File: src/rtl/euler_angle_filter.sv
// Per-axis moving-average filter for IMU roll/pitch angles, with a warm-up phase and a registered output.
// Optional define EULER_FILTER_CLAMP_EN saturates samples (roll +/-2880, pitch +/-1440) before they enter the window.
module euler_angle_filter #(
  parameter int unsigned LOG2_DEPTH = 3
) (
  input  logic        i_Clk,
  input  logic        i_Rst,
  input  logic        i_Sample_Valid,
  input  logic [15:0] i_Roll_Sample,
  input  logic [15:0] i_Pitch_Sample,
  input  logic        i_Clear,
  output logic [15:0] o_Roll_Raw,
  output logic [15:0] o_Pitch_Raw,
  output logic        o_Valid,
  output logic        o_Warm
);

  localparam int unsigned DEPTH = 1 << LOG2_DEPTH;
  localparam int unsigned SW    = 16 + LOG2_DEPTH;
  localparam int unsigned CW    = LOG2_DEPTH + 1;

  typedef enum logic {
    WARMUP = 1'b0,
    RUN    = 1'b1
  } state_t;

  state_t                 state;
  state_t                 state_nx;
  logic                   accept;
  logic                   valid_nx;
  logic                   acc_d;
  logic                   valid_d;
  logic [CW-1:0]          count;
  logic [LOG2_DEPTH-1:0]  ptr;
  logic [15:0]            roll_buf  [DEPTH];
  logic [15:0]            pitch_buf [DEPTH];
  logic signed [SW-1:0]   roll_sum;
  logic signed [SW-1:0]   pitch_sum;
  logic signed [SW-1:0]   roll_sum_nx;
  logic signed [SW-1:0]   pitch_sum_nx;
  logic signed [SW-1:0]   roll_shift;
  logic signed [SW-1:0]   pitch_shift;
  logic [15:0]            roll_in;
  logic [15:0]            pitch_in;

  // Clear takes priority: a sample strobed alongside it is dropped.
  assign accept = i_Sample_Valid & ~i_Clear;

`ifdef EULER_FILTER_CLAMP_EN
  function automatic logic [15:0] saturate(input logic [15:0] x, input logic [15:0] lim);
    logic signed [15:0] xs;
    logic signed [15:0] ls;
    xs = $signed(x);
    ls = $signed(lim);
    if (xs > ls) begin
      return lim;
    end else if (xs < -ls) begin
      return 16'(-ls);
    end else begin
      return x;
    end
  endfunction

  assign roll_in  = saturate(i_Roll_Sample,  16'd2880);
  assign pitch_in = saturate(i_Pitch_Sample, 16'd1440);
`else
  assign roll_in  = i_Roll_Sample;
  assign pitch_in = i_Pitch_Sample;
`endif

  // Running sums: add the incoming sample, retire the entry it overwrites.
  always_comb begin
    roll_sum_nx  = roll_sum
                 + {{LOG2_DEPTH{roll_in[15]}}, roll_in}
                 - {{LOG2_DEPTH{roll_buf[ptr][15]}}, roll_buf[ptr]};
    pitch_sum_nx = pitch_sum
                 + {{LOG2_DEPTH{pitch_in[15]}}, pitch_in}
                 - {{LOG2_DEPTH{pitch_buf[ptr][15]}}, pitch_buf[ptr]};
    roll_shift   = roll_sum  >>> LOG2_DEPTH;
    pitch_shift  = pitch_sum >>> LOG2_DEPTH;
  end

  always_ff @(posedge i_Clk or posedge i_Rst) begin
    if (i_Rst) begin
      state <= WARMUP;
    end else begin
      state <= state_nx;
    end
  end

  // Warm-up suppresses o_Valid until the DEPTH-th accept, which itself is reported.
  always_comb begin
    state_nx = state;
    valid_nx = 1'b0;
    case (state)
      WARMUP: begin
        if (accept && (count == CW'(DEPTH - 1))) begin
          state_nx = RUN;
          valid_nx = 1'b1;
        end
      end
      RUN: begin
        valid_nx = accept;
      end
      default: begin
        state_nx = WARMUP;
      end
    endcase
    if (i_Clear) begin
      state_nx = WARMUP;
    end
  end

  assign o_Warm = (state == RUN);

  always_ff @(posedge i_Clk or posedge i_Rst) begin
    if (i_Rst) begin
      for (int i = 0; i < int'(DEPTH); i++) begin
        roll_buf[i]  <= '0;
        pitch_buf[i] <= '0;
      end
      roll_sum    <= '0;
      pitch_sum   <= '0;
      ptr         <= '0;
      count       <= '0;
      acc_d       <= 1'b0;
      valid_d     <= 1'b0;
      o_Valid     <= 1'b0;
      o_Roll_Raw  <= '0;
      o_Pitch_Raw <= '0;
    end else if (i_Clear) begin
      // Flush window and pipeline; the output registers keep their last value.
      for (int i = 0; i < int'(DEPTH); i++) begin
        roll_buf[i]  <= '0;
        pitch_buf[i] <= '0;
      end
      roll_sum  <= '0;
      pitch_sum <= '0;
      ptr       <= '0;
      count     <= '0;
      acc_d     <= 1'b0;
      valid_d   <= 1'b0;
      o_Valid   <= 1'b0;
    end else begin
      acc_d   <= accept;
      valid_d <= valid_nx;
      o_Valid <= valid_d;
      if (accept) begin
        roll_sum       <= roll_sum_nx;
        pitch_sum      <= pitch_sum_nx;
        roll_buf[ptr]  <= roll_in;
        pitch_buf[ptr] <= pitch_in;
        ptr            <= ptr + LOG2_DEPTH'(1);
        if (state == WARMUP) begin
          count <= count + CW'(1);
        end
      end
      // Outputs track every accept, including during warm-up, one cycle after the sum.
      if (acc_d) begin
        o_Roll_Raw  <= roll_shift[15:0];
        o_Pitch_Raw <= pitch_shift[15:0];
      end
    end
  end

endmodule

File: config.mk
export PLATFORM = sky130hd
export DESIGN_NAME = euler_angle_filter
export DESIGN_NICKNAME = d
export VERILOG_FILES = /design/src/rtl/euler_angle_filter.sv
export SDC_FILE = /design/constraint.sdc
export NUM_CORES = 1
export LEC_CHECK = 0
export BUFFER_PORTS_ARGS = -buffer_cell sky130_fd_sc_hd__buf_4
export CORE_MARGIN = 4
export CORE_UTILIZATION = 55
export CTS_BUF_LIST = sky130_fd_sc_hd__clkbuf_8
export DETAILED_ROUTE_END_ITERATION = 7
export PLACE_DENSITY = 0.77
export SLEW_MARGIN = 20
export SYNTH_ARGS = -nofsm -noshare
export SYNTH_HDL_FRONTEND = slang
export SYNTH_SLANG_ARGS = --single-unit
File: constraint.sdc
create_clock -name i_Clk -period 32.7 [get_ports i_Clk]
set_input_delay 6.54 -clock i_Clk [delete_from_list [all_inputs] [get_ports i_Clk]]
set_output_delay 6.54 -clock i_Clk [all_outputs]
set_load 0.02 [all_outputs]
; ---- After elaboration in Yosys (flattened, before gate mapping)
; Index checks and enable logic that the tools add are counted.
[word_totals]
ff_bits = 337
input_bits = 36
out_inout_bits = 34
word_cells = 75
[classes]
addsub = 6
order_cmp = 2
eq_ne = 2
mux = 30
n_bitwise = 4
reduce_logical = 5
[ops]
columns = op, count
row1 = $mux 128, 4
row2 = $bwmux 128, 2
row3 = $bmux 16 s3, 2
row4 = $mux 16, 5
row5 = $mux 19, 4
row6 = $demux 16 s3, 1
row7 = $add 19x19->19, 2
row8 = $sub 19x19->19, 2
row9 = $mux 4, 3
row10 = $mux 1, 6
row11 = $mux 3, 2
row12 = $add 4x1->4 const B, 1
row13 = $eq 4x3->1 const B, 1
row14 = $ge 4x4->1 const B, 1
row15 = $lt 4x1->1 const B, 1
row16 = $not 3->4, 1
row17 = $reduce_and 2->1, 2
row18 = $add 3x1->3 const B, 1
row19 = $logic_and 1x1->1, 2
row20 = $ne 2x2->1 const B, 1
row21 = $not 1->1, 2
row22 = $pmux 1 s2, 1
row23 = $reduce_bool 2->1, 1
row24 = $and 1x1->1, 1

; ---- Longest topological paths before layout
[depth]
word_depth = 8
ltp_mapped = 16
ltp_nobuf = 14

; ---- Worst setup path after synthesis
; OpenSTA, ideal clock, no wires.
[synth_path]
path_kind = input to register
start = input i_Roll_Sample[1]
end = register roll_sum[18]
setup_time_ns = 0.128
arrival_ns = 9.127
t_required_ns = 32.572
setup_slack_ns = 23.446
path_stages = 11
path_buffers = 1
path_cell_list = clkbuf_1 -> inv_1 -> fa_1 -> inv_1 -> fa_1 -> a211oi_1 -> o21ba_2 -> o221a_4 -> o31a_1 -> mux2i_1 -> mux2_1
[synth_between]
elab_chain_cells = 4
[synth_rtl]
columns = item, line_no
row1 = from (decl), 9  ; input logic [15:0] i_Roll_Sample,
row2 = $add 19x19->19, 74  ; + {{LOG2_DEPTH{roll_in[15]}}, roll_in}
row3 = $sub 19x19->19, 75  ; - {{LOG2_DEPTH{roll_buf[ptr][15]}}, roll_buf[ptr]};
row4 = $mux 19, 148  ; if (accept) begin
row5 = $mux 19, 131  ; end else if (i_Clear) begin
row6 = to (signal assigned), 149  ; roll_sum <= roll_sum_nx;
row7 = to (decl), 37  ; logic signed [SW-1:0] roll_sum;
; Every way passes these cells. The select of a mux whose other input is x is not followed.
; A chain may end at the register's enable or synchronous reset.

; ---- Final worst setup path
; Ends and elaborated chain as after synthesis.

==> impl_metrics.yaml <==
clock_tree:
  cts_tree: "yes"
  clk_latency_ps: 610
  post_cts_resized: 0
  cts_setup_buffers: 0
  clock-sinks: 337
  clock_path_buffers: 3
  path_clk_slew_ps: 60
  cts-root-buf: "clkbuf_8"
  cts_made_buffers: 54
  cts_hold_buf: 0
  cts-htree-levels: 2
sta:
  fmax_mhz: 113.2
  fin_crit_sh_pct: 27.01
  rsz0062_at_grt: "no"
  slew_violations: 0
  tightest_slew_ps: 1073
  min_period_ps: 8832
  finalSetupViolCount: 0
  slew_headroom_pct: 28.18
  skew_ps: 41.81
  final.setup.tns_ps: 0
  finalWorstSetupSlack_ps: 23870
  hold_viol: 0
hold_path:
  hp-class: "reg2reg"
synth:
  yosys.area_share.simple_pct: 17.36
  synth_edf_count: 0
  syn-num-nets: 2186
  netlist_area_sq_um: 17740
  synth_top_family_by_area: "compound AO/OA/AOI/OAI gates"
  synth_xor_area_share_pct: 1.185
  synth.area.top_cells: "dfrtp_1 48%, nand2_1 12%, a21oi_1 8.2%"
  synth_ff_type: "dfrtp_1"
  netlist-cell-type-count: 64
  synthCells: 2072
  synth.avg_cell_area_sq_um: 8.562
  synth_top_cell_by_area: "dfrtp_1"
  yosys_register_bits: 337
  async_reset_ff_share_pct: 100.0
  synth_compound_area_share_pct: 18.54
  yosysTopAreaCellShare_pct: 47.54
  synth_seq_area_share_pct: 47.54
  ys_warn_count: 0
  synth_fa_ha_area_share_pct: 7.025
  muxShareOfSynthArea_pct: 1.093
placement:
  post-place-cells: 2399
  dp_worst_setup_slack_ps: 23350
  port_buffers: 69
  place_congestion: 0.9011
  dp_hpwl_um: 30910
pwr:
  power.density_nw_per_um2: 64.76
  clkPwrFrac_pct: 27.5
  ir_drop_v: 0.00002986
  power.switching_uw: 457.7
  intPower_uw: 796.4
  pwr-share-seq_pct: 37.8
  netSwitchingFraction_pct: 36.50
  power_frac_comb_pct: 34.7
  leakage_nw: 8.700
worst_setup_path:
  critPathCapture: "roll_sum[18]"
  max_stage_delay_ps: 540
  crit_slowest_cell: "fa_1"
  worstPathArrival_ps: 9300
  cp-startpoint: "i_Roll_Sample[1]"
  crit_type: "in2reg"
  regToRegStartpoint: "ptr[0]"
  crit_buf_inv: 3
  rr_worst_depth: 14
  rr_endpoint: "pitch_sum[16]"
  cp.depth: 11
  cp-end-kind: "register"
  startpoint_type: "input pin"
  path_cells: "buf_4 -> inv_1 -> fa_1 -> inv_1 -> fa_1 -> a211oi_1 -> o21ba_2 -> o221a_4 -> o31a_1 -> mux2i_1 -> mux2_1"
  critPathTopFamily: "adder cells"
  crit_required_ps: 33170
  ff2ff_setup_slack_ps: 27890
  crit_fanout: 9
floorplanning:
  die_w_um: 187.6
  coreArea_sq_um: 31720
  io_pins: 70
  initial_core_util_pct: 55.93
  die_area_sq_um: 35190
  rows: 65
  die_height_um: 187.6
detailed_routing:
  drtAntennaViolNets: 0
  wl_per_cell_um: 20.71
  dr.pass1.iters: 6
  wirelength_um: 51590
  via_per_inst: 6.162
  via_count: 15350
  drt_iter0_markers: 2026
  drc: 0
final_layout:
  diodes: 0
  final_common_cell: "nand2_1"
  layout.cells.non_filler: 2491
  nets: 2168
  drive_gt1_share_pct: 9.143
  final_cell_mix: "590 x nand2_1, 337 x dfrtp_1, 291 x a21oi_1"
  syn2layout_area_growth_pct: 9.176
grt:
  grt_max_degree: 186
  grt_pass1_vias: 15060
  antenna_found_initial: 2
  grt_pass1_wl_um: 82170
  overflow: 0
  grt_usage_pct: 28.75
run_status:
  status: "complete, no violations"
job:
  max_cap_viol_count: 0
==> Yosys cell counts (all sizes together), types with 2 or more instances <==
library cell / instances
o2111ai: 2
and4: 3
o221a: 2
a21oi: 291
mux2i: 16
nand3b: 2
a211o: 2
buf: 27
nor2b: 4
a21o: 15
nand3: 10
o311ai: 2
o21ba: 2
a32oi: 2
o211ai: 9
dfrtp: 337
or3: 2
inv: 150
xnor2: 13
o21bai: 11
mux2: 3
o21ai: 48
a22oi: 129
ha: 42
and3: 5
nand4: 42
o21a: 5
clkbuf: 147
nor3: 17
a311o: 2
or2: 2
xor2: 11
a211oi: 9
fa: 36
nand2: 590
o22ai: 4
nor3b: 3
nand2b: 7
and2: 8
nor2: 46
==> area by class of cell <==
| cell class | instances | area, sq um |
|---|---|---|
| clock buffers | 64 | 880.8 |
| clock inverters | 27 | 120.1 |
| fillers | 2656 | 12350 |
| inverters | 150 | 570.5 |
| multi-input cells | 1411 | 8066 |
| flip-flops and latches | 337 | 8433 |
| well taps | 402 | 503.0 |
| repair buffers | 100 | 793.3 |
==> how the worst min path moves through the flow <==
stage	depth (start not counted)	end	startpoint	slack [ps]
after CTS	2	o_Pitch_Raw[11]	o_Pitch_Raw[11]	490
after detailed placement	1	o_Valid	valid_d	470
after global routing	2	o_Pitch_Raw[11]	o_Pitch_Raw[11]	500
after floorplan	1	o_Valid	valid_d	440
final	2	o_Pitch_Raw[11]	o_Pitch_Raw[11]	480
after global placement	2	o_Pitch_Raw[4]	o_Pitch_Raw[4]	460
==> sequential cells by signal, indices dropped and copies added, names as in the netlist <==
register and count:
roll_sum 19, acc_d 1, ptr 3, pitch_sum 19
roll_buf 128, pitch_buf 128, valid_d 1, o_Valid 1
count 4, o_Pitch_Raw 16, o_Roll_Raw 16, o_Warm 1
==> power by group through the flow <==
stage,combinational (mW),sequential [mW],clock [mW]
2_1_floorplan,0.300,0.494,0
3_3_place_gp,0.417,0.480,0
3_5_place_dp,0.425,0.481,0
4_1_cts,0.428,0.474,0.346
5_1_grt,0.484,0.478,0.367
6_report,0.435,0.474,0.344
==> metrics by stage <==
step	hold WS, ps	area, sq um	util [%]	power [mW]
CTS	487.6	19330	60.95	1.248
finish	483.7	19370	61.06	1.254
detailed placement	471.7	18330	57.79	0.9060
global route	495.2	19370	61.06	1.330
global placement	462.0	18330	57.79	0.8968
floorplan	438.5	17740	-	0.7946
==> kinds of logic after synthesis <==
logic type | Yosys count
simple gates | 745
compound gates | 545
flops | 337
buf+inv | 324
fa+ha+maj | 78
xor+xnor | 24
mux | 19
==> worst min-delay path: stages, from the launching register on <==
cell and delay, ps:
dfrtp_1 340, nand2_1 50, o21ai_0 60
==> layer usage <==
layer | GRT usage, % | share of wire, % | vias to the layer above
met4 | 10.33 | 3.4 | 4
met2 | 44.61 | 45 | 925
met5 | 0 | 0.045 | -
met3 | 7.111 | 12 | 151
met1 | 39.75 | 40 | 7407
li1 | - | - | 6863
Power figures use the tool's default switching activity.
